## config.mk

```make
export PLATFORM = sky130hd
export DESIGN_NAME = collision_detect
export DESIGN_NICKNAME = d
export VERILOG_FILES = /design/src/rtl/collision_detect.sv
export SDC_FILE = /design/constraint.sdc
export NUM_CORES = 1
export LEC_CHECK = 0
export ABC_AREA = 1
export CORE_MARGIN = 2
export CORE_UTILIZATION = 69
export CTS_CLUSTER_DIAMETER = 30
export DETAILED_ROUTE_END_ITERATION = 16
export DONT_BUFFER_PORTS = 1
export HOLD_SLACK_MARGIN = 0.1
export PLACE_DENSITY = 0.95
export SLEW_MARGIN = 15
export SYNTH_ARGS = -nofsm -noshare
export SYNTH_HDL_FRONTEND = slang
export SYNTH_SLANG_ARGS = --single-unit
```

## constraint.sdc

```tcl
create_clock -name clk -period 3.8 [get_ports clk]
set_input_delay 0.57 -clock clk [delete_from_list [all_inputs] [get_ports clk]]
set_output_delay 0.57 -clock clk [all_outputs]
set_load 0.1 [all_outputs]
```

## src/rtl/collision_detect.sv

```systemverilog
// Bird vs pipe/floor/ceiling detection, game-state FSM and coin counter.
// Coin collection is built only when COLLISION_COIN_EN is defined.
module collision_detect #(
  parameter int BIRD_X_L      = 200,
  parameter int BIRD_X_R      = 229,
  parameter int BIRD_H        = 20,
  parameter int FLOOR_Y       = 460,
  parameter int CEIL_Y        = 0,
  parameter int HIT_CONFIRM   = 2,
  parameter int FREEZE_CYCLES = 60
) (
  input  logic       clk,
  input  logic       reset,
  input  logic       Start,
  input  logic       Ack,
  input  logic [9:0] Bird_Y,
  input  logic [9:0] X_Edge_L,
  input  logic [9:0] X_Edge_R,
  input  logic [9:0] Gap_Top,
  input  logic [9:0] Gap_Bot,
  input  logic [9:0] X_Coin_L,
  input  logic [9:0] X_Coin_R,
  input  logic [9:0] Coin_Y,
  input  logic       shift_Coin,
  output logic       Stop,
  output logic       Done,
  output logic       Coin_Hit,
  output logic [3:0] Coins,
  output logic       Q_Initial,
  output logic       Q_Run,
  output logic       Q_Hit,
  output logic       Q_Done
);

  localparam logic [9:0] XL = 10'(BIRD_X_L);
  localparam logic [9:0] XR = 10'(BIRD_X_R);

  typedef enum logic [3:0] {
    QInitial = 4'b0001,
    QRun     = 4'b0010,
    QHit     = 4'b0100,
    QDone    = 4'b1000
  } state_e;

  state_e      state_q;
  logic [2:0]  hit_cnt_q;
  logic [7:0]  frz_cnt_q;
  logic        stop_q;
  logic        done_q;

  logic [10:0] bot;
  logic        xo;
  logic        pipe_hit;
  logic        bound_hit;
  logic        raw;

  assign bot       = {1'b0, Bird_Y} + 11'(BIRD_H);
  assign xo        = (X_Edge_L <= XR) && (X_Edge_R >= XL);
  assign pipe_hit  = xo && ((Bird_Y < Gap_Top) ||
                            (bot > {1'b0, Gap_Bot}));
  assign bound_hit = (bot >= 11'(FLOOR_Y)) ||
                     (Bird_Y <= 10'(CEIL_Y));
  assign raw       = pipe_hit | bound_hit;

  always_ff @(posedge clk) begin
    if (reset) begin
      state_q   <= QInitial;
      hit_cnt_q <= '0;
      frz_cnt_q <= '0;
      stop_q    <= 1'b0;
      done_q    <= 1'b0;
    end else begin
      case (state_q)
        QInitial: begin
          hit_cnt_q <= '0;
          frz_cnt_q <= '0;
          stop_q    <= 1'b0;
          done_q    <= 1'b0;
          if (Start) state_q <= QRun;
        end
        QRun: begin
          if (raw) begin
            hit_cnt_q <= hit_cnt_q + 3'd1;
            if (hit_cnt_q == 3'(HIT_CONFIRM - 1)) begin
              state_q   <= QHit;
              stop_q    <= 1'b1;
              frz_cnt_q <= '0;
            end
          end else begin
            hit_cnt_q <= '0;
          end
        end
        QHit: begin
          stop_q    <= 1'b1;
          frz_cnt_q <= frz_cnt_q + 8'd1;
          if (frz_cnt_q == 8'(FREEZE_CYCLES - 1)) begin
            state_q <= QDone;
            done_q  <= 1'b1;
          end
        end
        QDone: begin
          if (Ack) begin
            state_q <= QInitial;
            stop_q  <= 1'b0;
            done_q  <= 1'b0;
          end
        end
        default: begin
          state_q <= QInitial;
          stop_q  <= 1'b0;
          done_q  <= 1'b0;
        end
      endcase
    end
  end

  assign Stop      = stop_q;
  assign Done      = done_q;
  assign Q_Initial = state_q[0];
  assign Q_Run     = state_q[1];
  assign Q_Hit     = state_q[2];
  assign Q_Done    = state_q[3];

`ifdef COLLISION_COIN_EN
  logic [10:0] coin_bot;
  logic [10:0] bird_last;
  logic        coin_ov;
  logic        taken_q;
  logic        coin_hit_q;
  logic [3:0]  coins_q;

  // Bird occupies rows Bird_Y .. Bird_Y+BIRD_H-1
  assign coin_bot  = {1'b0, Coin_Y} + 11'd19;
  assign bird_last = bot - 11'd1;
  assign coin_ov   = (X_Coin_L <= XR) && (X_Coin_R >= XL) &&
                     ({1'b0, Bird_Y} <= coin_bot) &&
                     (bird_last >= {1'b0, Coin_Y});

  always_ff @(posedge clk) begin
    if (reset) begin
      taken_q    <= 1'b0;
      coin_hit_q <= 1'b0;
      coins_q    <= '0;
    end else begin
      coin_hit_q <= 1'b0;
      if (state_q == QInitial) begin
        coins_q <= '0;
        taken_q <= 1'b0;
      end else if (shift_Coin) begin
        taken_q <= 1'b0;
      end else if (state_q == QRun && coin_ov && !taken_q) begin
        coin_hit_q <= 1'b1;
        taken_q    <= 1'b1;
        if (coins_q != 4'd15) coins_q <= coins_q + 4'd1;
      end
    end
  end

  assign Coin_Hit = coin_hit_q;
  assign Coins    = coins_q;
`else
  logic unused_coin;
  assign unused_coin = ^{X_Coin_L, X_Coin_R, Coin_Y, shift_Coin};
  assign Coin_Hit    = 1'b0;
  assign Coins       = 4'd0;
`endif

endmodule

```

[After elaboration in Yosys (flattened, before gate mapping)]
Cells that the tools add are included.
Operators by class
  add/sub/neg operators: 3
  $lt $le $gt $ge: 6
  equal/unequal tests: 11
  mux-type cells: 17
  bitwise gates (word level): 2
  reduce and logical (&&, ||, !) cells: 10
Operator list (count)
  8-bit case mux with 3 select lines: 1
  4-bit two-way mux: 5
  8-bit two-way mux: 2
  4-bit case mux with 4 select lines: 1
  10-bit by 5-bit adder with 11-bit output, second input constant: 1
  11-bit by 9-bit greater-or-equal comparator with 1-bit output, second input constant: 1
  11-bit by 10-bit > comparator with 1-bit output: 1
  10-bit by 8-bit greater-or-equal comparator with 1-bit output, second input constant: 1
  10-bit by 1-bit less-or-equal comparator with 1-bit output, second input constant: 1
  10-bit by 8-bit less-or-equal comparator with 1-bit output, second input constant: 1
  10-bit < comparator: 1
  2-bit != test, second input constant: 5
  3-bit AND reduction: 3
  8-bit by 1-bit adder with 8-bit output, second input constant: 1
  8-bit by 6-bit == test with 1-bit output, second input constant: 1
  1-bit case mux with 3 select lines: 2
  3-bit case mux with 2 select lines: 1
  5-bit AND reduction: 1
  4-bit by 1-bit == test with 1-bit output, second input constant: 1
  4-bit by 2-bit == test with 1-bit output, second input constant: 1
  4-bit by 3-bit == test with 1-bit output, second input constant: 1
  4-bit == test, second input constant: 1
  1-bit two-way mux: 4
  3-bit by 1-bit adder with 3-bit output, second input constant: 1
  8 further kinds: 10
Word-level totals
  register bits after elaboration: 17
  bits of input ports: 85
  output and inout bits: 11
  logic and storage cells: 54

[Longest topological paths before layout]
  depth in word-level cells: 7
  depth in mapped cells: 21
  mapped depth without buffers: 21

[Worst setup path after synthesis]
Ideal clock, no wire load.
  path kind: input -> register
  from: input Bird_Y[2]
  to: register frz_cnt_q[2]
  setup time: 68 ps
  data arrival time: 2258 ps
  data required time: 3732 ps
  setup slack: 1475 ps
  stages: 21
  buffers on the path: 0
  cell sequence: ha_1 > inv_1 > nand2_2 > nand2_1 > nand2_1 > nand2_1 > inv_1 > ha_1 > nand2_1 > inv_1 > a21oi_1 > nand2_1 > nand2_1 > nand2_1 > nand2_1 > nand2_1 > nand2_1 > nand3_4 > nand2_4 > nand2_1 > a21oi_2
On the way
  longest elaborated chain between the ends: 7
  elaborated cells on any way between the ends: 11
  those cells by class: add/sub: 1; order compare: 4; eq/ne: 1; bitwise: 1; reduce/logical: 4
RTL lines
  start, declared: line 16  | input logic [9:0] Bird_Y,
  10-bit by 5-bit adder with 11-bit output: line 57  | assign bot = {1'b0, Bird_Y} + 11'(BIRD_H);
  11-bit by 10-bit > comparator with 1-bit output: line 60  | (bot > {1'b0, Gap_Bot}));
  1-bit logical OR: line 59  | assign pipe_hit = xo && ((Bird_Y < Gap_Top) ||
  1-bit logical AND: line 59
  1-bit bitwise OR (*): line 63  | assign raw = pipe_hit | bound_hit;
  2-bit != test (no line) (*)
  3-bit AND reduction (no line) (*)
  end signal, assigned: line 95  | frz_cnt_q <= frz_cnt_q + 8'd1;
  end, declared: line 47  | logic [7:0] frz_cnt_q;
Mark *: on every way between the ends. The rest lies on a longest branch, timed or not.
A chain may end at the register's enable or synchronous reset.

[Worst setup path in the final report]
  from: input Bird_Y[2]
  to: register frz_cnt_q[5]
The elaborated chain is that of the path after synthesis.

==> impl_metrics.yaml <==
critical_path:
  critPathKind: "in2reg"
  r2r_setup_slack_ns: 1.98
  crit_buf_inv: 3
  crit_required_ns: 4.05
  reg2reg_depth: 9
  worstPathCellList: "ha_1 > inv_1 > nand2_2 > nand2_1 > nand2_1 > nand2_1 > inv_1 > ha_1 > nand2_1 > inv_1 > a21oi_1 > nand2_1 > nand2_1 > nand2_1 > nand2_1 > nand2_1 > nand2_1 > nand3_4 > nand2_4 > nand2_1 > a21oi_1"
  r2r_end: "state_q[0]"
  end_kind: "flop"
  arrival_ns: 2.48
  path_common_cell: "nand2_1"
  cpLargestDelayFamily: "simple AND/OR/NAND/NOR gates"
  crit_fanout: 7
  crit_slowest_cell: "ha_1"
  startpoint_type: "input pin"
  r2r-start: "state_q[0]"
  max_stage_delay_ns: 0.28
yosys:
  synth_area_per_cell_um2: 6.21
  yosys.area.top_type: "dfxtp_1"
  synth_fa_ha_area_share_pct: 17.4
  ys_ff_latch: 17
  syn-cell-area_um2: 1800
  synth_cells: 290
  synth_cell_types: 32
  synth_most_common_cell: "nand2_1"
  yosysWarnings: 0
  synth_area_leaders: "dfxtp_1, ha_1, nand2_1"
  synth_commonest_cells: "nand2_1, inv_1, ha_1"
  yosysSeqAreaShare_pct: 18.9
  synth_top_family_by_area: "simple AND/OR/NAND/NOR gates"
  synth_edf_count: 0
  synthXorXnorAreaFrac_pct: 0.486
  synth_top_area_share_pct: 18.9
  synth-async-reset-ratio_pct: 0
  synth_simple_gate_area_share_pct: 36.1
  ys.flop_type: "dfxtp_1"
  synth.area.mux_share_pct: 0
  synth_compound_area_share_pct: 11.7
flow_run:
  maxCapViolations: 0
clock_network:
  cts_root_buffer: "clkbuf_4"
  cts_setup_buffers: 0
  clk_latency_ns: 0.31
  cts.sinks: 17
  cts_htree_levels: 1
  path_clk_slew_ns: 0.10
  cts_buffers: 3
  cts_max_path_buffers: 2
  ctsHoldBuffers: 0
  cts_resized: 0
  cts_tree: "done"
place:
  place_congestion: 0.862
  place.port_buffers: 0
  placed_area_um2: 1850
  hpwlAfterDp_um: 2970
routing:
  drtIter0Drc: 36
  vias_per_cell: 5.27
  wl_per_cell_um: 10.9
  totalWireLength_um: 3560
  remaining_drc_errors: 0
  dr.pass1.iters: 4
  via_count: 1719
  ant_nets: 0
timing:
  rsz0062_at_grt: "false"
  hold_violations: 0
  clock_skew_ns: 0.00585
  slew_headroom_pct: 34.6
  period_share_pct: 58.8
  drv_slew: 0
  period_needed_ns: 2.23
  fin_tns_setup_ns: 0
  setup_violations: 0
  worst_slew_pin_slew_ns: 0.980
  clock.fmax_mhz: 448
global_route:
  antenna_found_initial: 0
  grt_overflow: 0
  grtUsageTotal_pct: 26.1
  grt_max_degree: 13
  grt_pass1_vias: 1457
  grt_pass1_wl_um: 5860
power_and_ir_drop:
  p_leak_nw: 1.03
  pwr_density_cell_nw_per_um2: 415
  irDropWorstVdd_uv: 564
hold_path:
  hold_class: "in2reg"
  holdPathEnd: "frz_cnt_q[3]"
  min_from: "reset"
  whs_path_depth: 1
layout:
  nFillCells: 205
  antenna_cells: 0
  drive_gt1_share_pct: 8.45
  layout.nets: 407
  regArea_um2: 340
  final_cell_area_um2: 1870
  multiInputGateArea_um2: 1200
  area_growth_syn_to_layout_pct: 3.96
floorplanning:
  coreArea_um2: 2480
  ios: 96
  initial_utilization_pct: 72.7
  rows: 18
  die_h_um: 55.1
  die_w_um: 55.1
  fp.dieArea_um2: 3040
run_status:
  outcome: "completed"
-- cell families (layout without fill, tap and decap cells) --
| family | count (synthesis) | after routing |
|---|---|---|
| buffers and inverters | 68 | 70 |
| other | 1 | 5 |
| xor gates and xnor gates | 1 | 1 |
| DFF | 17 | 17 |
| and+or+nand+nor | 143 | 143 |
| adders and majority gates | 25 | 25 |
| AOI/OAI and AO/OA | 35 | 35 |
-- final cells by class --
cell class | instances | area share [%]
clock inverter | 1 | 0.267
timing repair buffer | 5 | 2.00
inverter | 61 | 12.2
sequential | 17 | 18.2
multi-input combinational | 209 | 64.1
clock buffer | 3 | 1.20
tap | 30 | 2.00
-- worst register-to-register path, cell delays in order, from the launching register on --
cell,delay (ns)
dfxtp_1,0.32
buf_4,0.29
inv_1,0.10
nor3_1,0.28
inv_1,0.09
or2_2,0.30
nand2_1,0.09
inv_1,0.05
nand4_1,0.11
o21bai_1,0.09
-- flip-flops by register name (all words and copies together) (netlist names) --
| register | flops |
|---|---|
| Done | 1 |
| state_q | 4 |
| Stop | 1 |
| hit_cnt_q | 3 |
| frz_cnt_q | 8 |
-- cells in the final DEF (no fill, tap or decap) --
master	n
clkinv_2	1
a21oi_2	3
inv_2	1
dfxtp_1	17
o211ai_1	1
buf_4	5
o21bai_1	1
o311ai_0	1
ha_1	25
o21a_1	1
a211o_1	2
nor2_4	2
nand4_1	4
nand2_2	3
nand3b_1	3
xor2_1	1
nor2_1	21
clkbuf_4	3
nor2_2	1
nand3_4	1
nor3_1	6
a21o_1	2
or2_2	4
nand3_1	19
and3_1	1
inv_1	60
a21oi_1	19
conb_1	5
nor4_1	1
o21ai_0	5
nand2_4	1
nand2_1	76
-- worst max-delay path by stage --
| stage | slack (ns) | end | startpoint | cells past startpoint |
|---|---|---|---|---|
| after global routing | 1.30 | frz_cnt_q[5] | Bird_Y[2] | 21 |
| after floorplan | 1.47 | frz_cnt_q[2] | Bird_Y[2] | 21 |
| after global placement | 1.32 | frz_cnt_q[7] | Bird_Y[2] | 21 |
| final | 1.57 | frz_cnt_q[5] | Bird_Y[2] | 21 |
| after detailed placement | 1.28 | frz_cnt_q[1] | Bird_Y[2] | 21 |
| after CTS | 1.61 | frz_cnt_q[5] | Bird_Y[2] | 21 |
-- where the power goes --
group	switching [mW]	total, mW	internal (mW)
Sequential	0.0408	0.241	0.200
Combinational	0.318	0.434	0.116
Clock	0.0630	0.102	0.0394
Total	0.421	0.777	0.355
-- per-layer routing --
layer | wire (um) | track usage, % | share of wire (%)
met2 | 1670 | 45.2 | 47
met5 | 0 | 0 | 0
met3 | 215 | 6.18 | 6.0
met4 | 20 | 4.47 | 0.56
met1 | 1660 | 33.2 | 47
-- through the flow --
stage | hold WS (ns) | worst slack, ns | total power [mW] | std cells | util (%)
4_1_cts | 0.295 | 1.61 | 0.778 | 326 | 75.6
6_report | 0.304 | 1.57 | 0.777 | 326 | 75.6
3_3_place_gp | 0.459 | 1.32 | 0.665 | 322 | 74.5
3_5_place_dp | 0.473 | 1.28 | 0.676 | 322 | 74.5
2_1_floorplan | 0.452 | 1.47 | 0.606 | 294 | -
5_1_grt | 0.288 | 1.30 | 0.837 | 326 | 75.6
No activity file was read; power rests on OpenSTA's default activity.
